--- src/rtl/ps2_pkg.sv ---
// ps2_pkg: scancodes, arrow-key bit positions and FSM encodings shared by the PS/2 receiver and decoder.
package ps2_pkg;
  localparam logic [7:0] SC_EXT   = 8'hE0;
  localparam logic [7:0] SC_BRK   = 8'hF0;
  localparam logic [7:0] SC_UP    = 8'h75;
  localparam logic [7:0] SC_DOWN  = 8'h72;
  localparam logic [7:0] SC_LEFT  = 8'h6B;
  localparam logic [7:0] SC_RIGHT = 8'h74;
  localparam int KEY_UP    = 0;
  localparam int KEY_DOWN  = 1;
  localparam int KEY_LEFT  = 2;
  localparam int KEY_RIGHT = 3;
  typedef enum logic [1:0] {RX_IDLE, RX_DATA, RX_PARITY, RX_STOP} rx_state_t;
  typedef enum logic [1:0] {D_IDLE, D_EXT, D_BRK, D_EXT_BRK} dec_state_t;
  function automatic logic [3:0] arrow_mask(input logic [7:0] b);
    arrow_mask = '0;
    arrow_mask[KEY_UP]    = b == SC_UP;
    arrow_mask[KEY_DOWN]  = b == SC_DOWN;
    arrow_mask[KEY_LEFT]  = b == SC_LEFT;
    arrow_mask[KEY_RIGHT] = b == SC_RIGHT;
  endfunction
endpackage

--- src/rtl/ps2_rx.sv ---
// ps2_rx: synchronizes PS/2 clock/data, receives 11-bit frames with idle timeout.
// Parity is enforced only when PS2_PARITY_CHECK_EN is defined.
module ps2_rx import ps2_pkg::*; #(
  parameter int TIMEOUT_CYCLES = 65000
) (
  input  logic       pclk,
  input  logic       rst,
  input  logic       ps2_clk,
  input  logic       ps2_data,
  output logic [7:0] rx_byte,
  output logic       rx_valid,
  output logic       frame_err
);
  localparam int CW = $clog2(TIMEOUT_CYCLES + 1);
  logic [1:0] clk_s, data_s;
  logic clk_d, fall, sbit, tout, good, stop_ok;
  logic [2:0] cnt;
  logic [7:0] shreg;
  logic par;
  logic [CW-1:0] idle_cnt;
  rx_state_t state, state_n;
  assign sbit = data_s[1];
  assign fall = clk_d & ~clk_s[1];
  assign tout = !fall && state != RX_IDLE && idle_cnt == CW'(TIMEOUT_CYCLES);
`ifdef PS2_PARITY_CHECK_EN
  assign good = sbit & ^{shreg, par};
`else
  assign good = sbit;
`endif
  assign stop_ok = fall && state == RX_STOP && good;
  always_comb begin
    state_n = tout ? RX_IDLE : !fall ? state :
              state == RX_IDLE   ? (sbit ? RX_IDLE : RX_DATA) :
              state == RX_DATA   ? (cnt == 3'd7 ? RX_PARITY : RX_DATA) :
              state == RX_PARITY ? RX_STOP : RX_IDLE;
  end
  always_ff @(posedge pclk) begin
    if (rst) begin
      clk_s     <= 2'b11;
      data_s    <= 2'b11;
      clk_d     <= 1'b1;
      state     <= RX_IDLE;
      cnt       <= '0;
      shreg     <= '0;
      par       <= 1'b0;
      idle_cnt  <= '0;
      rx_byte   <= '0;
      rx_valid  <= 1'b0;
      frame_err <= 1'b0;
    end else begin
      clk_s     <= {clk_s[0], ps2_clk};
      data_s    <= {data_s[0], ps2_data};
      clk_d     <= clk_s[1];
      state     <= state_n;
      idle_cnt  <= fall ? '0 : idle_cnt == CW'(TIMEOUT_CYCLES) ? idle_cnt : idle_cnt + CW'(1);
      rx_valid  <= stop_ok;
      frame_err <= (fall && state == RX_STOP && !good) || tout;
      if (stop_ok) rx_byte <= shreg;
      if (fall && state == RX_IDLE) cnt <= '0;
      if (fall && state == RX_DATA) begin
        shreg <= {sbit, shreg[7:1]};
        cnt   <= cnt + 3'd1;
      end
      if (fall && state == RX_PARITY) par <= sbit;
    end
  end
endmodule

--- src/rtl/ps2_key_decoder.sv ---
// ps2_key_decoder: turns PS/2 scancodes into a held arrow-key mask (UP, DOWN, LEFT, RIGHT).
// Optional macro PS2_PARITY_CHECK_EN enables parity rejection in ps2_rx.
module ps2_key_decoder import ps2_pkg::*; #(
  parameter int TIMEOUT_CYCLES = 65000
) (
  input  logic       pclk,
  input  logic       rst,
  input  logic       ps2_clk,
  input  logic       ps2_data,
  output logic [3:0] key,
  output logic [7:0] rx_byte,
  output logic       rx_valid,
  output logic       frame_err
);
  dec_state_t state, state_n;
  logic [3:0] key_n, mask;
  ps2_rx #(.TIMEOUT_CYCLES(TIMEOUT_CYCLES)) u_rx (
    .pclk(pclk), .rst(rst), .ps2_clk(ps2_clk), .ps2_data(ps2_data),
    .rx_byte(rx_byte), .rx_valid(rx_valid), .frame_err(frame_err)
  );
  assign mask = arrow_mask(rx_byte);
  always_comb begin
    state_n = state;
    key_n   = key;
    if (rx_valid)
      case (state)
        D_IDLE:    state_n = rx_byte == SC_EXT ? D_EXT : rx_byte == SC_BRK ? D_BRK : D_IDLE;
        D_EXT: begin
          state_n = rx_byte == SC_EXT ? D_EXT : rx_byte == SC_BRK ? D_EXT_BRK : D_IDLE;
          key_n   = rx_byte == SC_BRK ? key : key | mask;
        end
        D_EXT_BRK: begin
          state_n = D_IDLE;
          key_n   = key & ~mask;
        end
        default:   state_n = D_IDLE;
      endcase
  end
  always_ff @(posedge pclk) begin
    if (rst) begin
      state <= D_IDLE;
      key   <= '0;
    end else begin
      state <= state_n;
      key   <= key_n;
    end
  end
endmodule

--- config.mk ---
export PLATFORM = sky130hd
export DESIGN_NAME = ps2_key_decoder
export DESIGN_NICKNAME = d
export VERILOG_FILES = /design/src/rtl/ps2_pkg.sv /design/src/rtl/ps2_rx.sv /design/src/rtl/ps2_key_decoder.sv
export SDC_FILE = /design/constraint.sdc
export NUM_CORES = 1
export LEC_CHECK = 0
export BUFFER_PORTS_ARGS = -buffer_cell sky130_fd_sc_hd__buf_2
export CAP_MARGIN = 20
export CORE_MARGIN = 5
export CORE_UTILIZATION = 58
export DETAILED_ROUTE_END_ITERATION = 6
export GPL_TIMING_DRIVEN = 0
export PLACE_DENSITY = 0.78
export SLEW_MARGIN = 20
export SYNTH_ARGS = -nofsm -noshare
export SYNTH_HDL_FRONTEND = slang
export SYNTH_HIERARCHICAL = 1
export SYNTH_SLANG_ARGS = --single-unit
--- constraint.sdc ---
create_clock -name pclk -period 2.45 [get_ports pclk]
set_input_delay 0.49 -clock pclk [delete_from_list [all_inputs] [get_ports pclk]]
set_output_delay 0.49 -clock pclk [all_outputs]
set_load 0.05 [all_outputs]
After elaboration in Yosys (flattened, before gate mapping)
Cells that the tools add are included.

Register bits: 50. Bits of input ports: 4. Word-level logic and storage cells: 65.

$add $sub $neg: 2. Equal/unequal tests: 14. Muxes and demuxes: 14. Bitwise gates (word level): 5. Reduce and logical (&&, ||, !) cells: 18.

Operators by type and width (count): $eq 8x7->1 const B (4); $add 16x1->16 const B (1); $eq 16x16->1 const B (1); $eq 8x8->1 const B (2); $mux 2 (8); $pmux 4 s2 (1); $logic_and 1x1->1 (7); $eq 2x2->1 const B (3); $mux 3 (2); $reduce_bool 2->1 (3); $and 4x4->4 (1); $eq 2x1->1 const B (2); $logic_not 2->1 (2); $mux 4 (1); $not 4->4 (1); $or 4x4->4 (1); $pmux 2 s2 (1); $reduce_or 2->1 (2); $add 3x1->3 const B (1); $eq 3x3->1 const B (1); $reduce_and 3->1 (1); $logic_not 1->1 (2); $ne 2x2->1 const B (1); $and 1x1->1 (1); 3 further kinds (3).

Logic depth before layout (Yosys ltp)
Depth after elaboration: 6. Gate-level depth with buffers: 7. Depth with buffers taken out: 6.

Modules after synthesis
The synthesis kept the hierarchy.

By module, submodules not included: ps2_rx (instances 1, cells each 198, area an instance 1766.7 µm², seq. area each 880.8 µm²); ps2_key_decoder (instances 1, cells each 38, area an instance 350.3 µm², seq. area each 120.1 µm²).

Worst setup path before layout
No wires, ideal clock.

Path type: register to register. Start point: register u_rx.idle_cnt[0]. End point: register u_rx.state[0]. Arrival time: 1.719 ns. Data required time: 2.323 ns. Setup slack: 0.603 ns. Stages on the path, launching flop included: 8. Clock period less this slack: 1.847 ns. Cells stage by stage: dfxtp_1 inv_1 ha_1 nand4b_1 or4_1 clkbuf_2 or3_1 nor3b_1.

Cells in the longest elaborated chain, start to end: 3.

Ends and longest elaborated chain: from (decl) (RTL line ps2_rx.sv:20) `logic [CW-1:0] idle_cnt;`; from (signal assigned) (RTL line ps2_rx.sv:55) `idle_cnt <= fall ? '0 : idle_cnt == CW'(TIMEOUT_CYCLES) ? idle_cnt : idle_cnt + CW'(1);`; $eq 16x16->1 (RTL line ps2_rx.sv:24) `assign tout = !fall && state != RX_IDLE && idle_cnt == CW'(TIMEOUT_CYCLES);`; $logic_and 1x1->1 (RTL line ps2_rx.sv:24); $reduce_or 2->1 (no line); to (signal assigned) (RTL line ps2_rx.sv:54) `state <= state_n;`; to (decl) (RTL line ps2_rx.sv:21) `rx_state_t state, state_n;`.

Every way passes these cells. A chain may end at the register's enable or synchronous reset.

Worst setup path in the final report
Same ends and word-level chain as after synthesis.

==> impl_metrics.csv <==
group,metric,value,unit
outcome,status,"finished, final reports clean",
clocking,clk_pin_slew,0.08,ns
synth,synth.top_cells.by_count,"50 x dfxtp_1, 26 x nor2_1, 25 x nand2_1, 18 x a21oi_1, 13 x mux2i_1",
die,die_area,0.00496,sq mm
layout,insertedDiodeCount,0,
detailed_routing,drt_iter0_markers,79,
power_and_ir_drop,swShare,21.3,%
timing,worstMarginPinSlew,0.566,ns
power_and_ir_drop,p_per_area,575,mW/mm^2
synth,synth_top_flop_cell,"dfxtp_1",
min_path,hold_class,"in -> reg",
global_route,grt_max_degree,15,
detailed_routing,ant_nets,0,
synth,yosys-top-cells-area,"dfxtp_1 47%, mux2i_1 6.1%, nor2_1 4.6%",
detailed_routing,wl_met2,1810,um
synth,synth_fp_nets,244,
detailed_routing,top_layer_used,"met4",
timing,fin_crit,1.99,ns
timing,finalClockSkew,0.00618,ns
global_route,grtUsageTotal,16.8,%
clocking,ctsLongestPathBuffers,2,
die,rows,22,
global_route,grt.overflow.total,0,
die,die_x,70.4,um
setup_path,worstSetupStartpointType,"flip-flop",
layout,seqCellArea,0.00100,sq mm
detailed_routing,drc,0,
clocking,clock-sinks,50,
detailed_routing,wl,3880,um
setup_path,required,2.63,ns
layout,num-fill-cells,300,
clocking,cts-buffers-inserted,5,
die,die_y,70.4,um
timing,max_freq,0.501,GHz
power_and_ir_drop,pwr-share-clk,35.6,%
synth,yosys.area.top_type,"dfxtp_1",
layout,layout.nets,268,
detailed_routing,drtPass1Iterations,4,
synth,synth-edff-count,0,
global_route,antenna_found_initial,0,
die,ios,18,
power_and_ir_drop,power_frac_comb,3.3,%
clocking,clock-root-buffer,"clkbuf_8",
global_route,grt_pass1_wl,6780,um
synth,synthArstFlopShare,0,%
die,start_util,58.7,%
detailed_routing,wl_met1,1850,um
timing,setup_tns,0,ns
setup_path,cp_max_fo,5,
placement,portBuffers,17,
placement,hpwl,2800,um
timing,setup_viol,0,
setup_path,cp.arrival,2.17,ns
power_and_ir_drop,irDropWorstVdd,379,uV
timing,maxSlewViolCount,0,
power_and_ir_drop,pwr-share-seq,61.1,%
flow_run,cap_violations,0,
detailed_routing,vias,1665,
die,core_area,0.00361,sq mm
synth,synth_seq_area_share,47.3,%
clocking,post_cts_buffers,0,
synth,netlist-cell-type-count,41,
clocking,cts_tree,"yes",
placement,gp_congestion,0.769,
synth,synth_warnings,6,
layout,multiInputGateArea,0.00106,sq mm
power_and_ir_drop,p_leak,0.000784,uW
clocking,postCtsHoldBufs,0,
detailed_routing,wl_met3,178,um
synth,synth_most_common_cell,"dfxtp_1",
timing,whs,0.371,ns
timing,slew_headroom,62.1,%
clocking,cts-resized-gates,0,
layout,syn_to_final_growth,11.2,%
layout,drive_above_1_share,14.2,%
synth,synth_seq_cells,50,
synth,avgSynthCellArea,8.97,sq um
setup_path,path_class,"reg -> reg",
timing,report.final.hold_viol_count,0,
clocking,htree_levels,2,
clocking,clock_latency,0.30,ns
timing,finalCritPeriodShare,81.4,%
synth,yosys.area.top_type_share,47.3,%
synth,syn-cell-area,0.00212,sq mm
power_and_ir_drop,power.internal,1060,uW
detailed_routing,avgRoutedWirePerCell,12.6,um
synth,netlist_instances,236,
global_route,grt_pass1_vias,1549,
setup_path,end_kind,"flip-flop",
timing,grt_setup_unrepaired,"no",
power_and_ir_drop,p_sw,289,uW
detailed_routing,via_per_inst,5.39,
-- final timing paths --
path,from,endpoint,slack (ns),cells after the start
worst min register to register,u_rx/clk_s[0],u_rx/clk_s[1],0.42,1
worst min-delay path,ps2_data,u_rx/data_s[0],0.37,2
worst max register to register,u_rx/idle_cnt[0],u_rx/state[0],0.46,7
worst max-delay path,u_rx/idle_cnt[0],u_rx/state[0],0.46,7
-- cell usage in the layout, fill, tap and decap left out, drive strengths merged, types with 6 or more instances in the layout --
cell type   n
mux2i      13
nand2b      7
nand2      25
nor4        7
xnor2       8
clkbuf     14
dfxtp      50
buf        17
nand3       9
a21oi      18
o21ai       6
nor2       27
inv         8
-- worst max-delay path: stages (launching register included) --
cell and delay, ns:
dfxtp_1 0.36, inv_1 0.07, ha_1 0.15, nand4b_1 0.09
or4_1 0.52, clkbuf_2 0.18, or3_1 0.37, nor3b_1 0.15
-- cell families (layout without fill, tap and decap cells) --
family | count (synthesis) | count (layout) | share of synthesized area, %
buffers and inverters | 15 | 40 | 2.72
AND/OR/NAND/NOR | 111 | 111 | 28.5
XOR/XNOR | 10 | 10 | 4.14
multiplexers | 13 | 13 | 6.15
adder cells (fa/ha/maj) | 4 | 4 | 2.36
AO/OA/AOI/OAI | 33 | 33 | 8.87
flip-flops | 50 | 50 | 47.3
-- sequential cells by signal (all words and copies together), names as in the netlist, named ones only --
register and flops:
u_rx/rx_valid 1, state 2, u_rx/cnt 3, u_rx/clk_d 1, u_rx/data_s 2, u_rx/rx_byte 8, u_rx/shreg 8, u_rx/clk_s 2
u_rx/frame_err 1, u_rx/state 1, u_rx/idle_cnt 16
-- metrics by stage --
step / cell area, sq um / util [%] / power, uW / setup WS [ns] / instances
floorplan: 2120 / - / 875 / 0.603 / 236
global placement: 2260 / 62.7 / 888 / 0.488 / 301
detailed placement: 2260 / 62.7 / 891 / 0.481 / 301
CTS: 2350 / 65.3 / 1370 / 0.456 / 309
global route: 2350 / 65.3 / 1410 / 0.359 / 309
finish: 2350 / 65.3 / 1350 / 0.456 / 309
-- layer usage --
metal	up-vias	GRT usage [%]
met1	764	21.2
met2	28	27.5
li1	867	-
met5	-	0
met4	0	5.11
met3	6	4.89
-- power groups by stage --
stage          logic (uW)  registers [uW]  clock network (uW)
4_1_cts              45.3             827                 495
3_3_place_gp         42.8             845                   0
6_report             44.7             827                 481
2_1_floorplan        31.1             844                   0
5_1_grt              51.5             828                 532
3_5_place_dp         44.9             846                   0
-- layout make-up --
cell class | count | share of cell area (%)
repair buffers | 17 | 3.62
multi-input cells | 171 | 45.0
flip-flops and latches | 50 | 42.5
well taps | 48 | 2.55
plain buffers | 7 | 1.17
clock inverters | 1 | 0.213
clock buffers | 7 | 3.67
inverters | 8 | 1.28
Note: power is estimated with default switching activity, not from simulation.
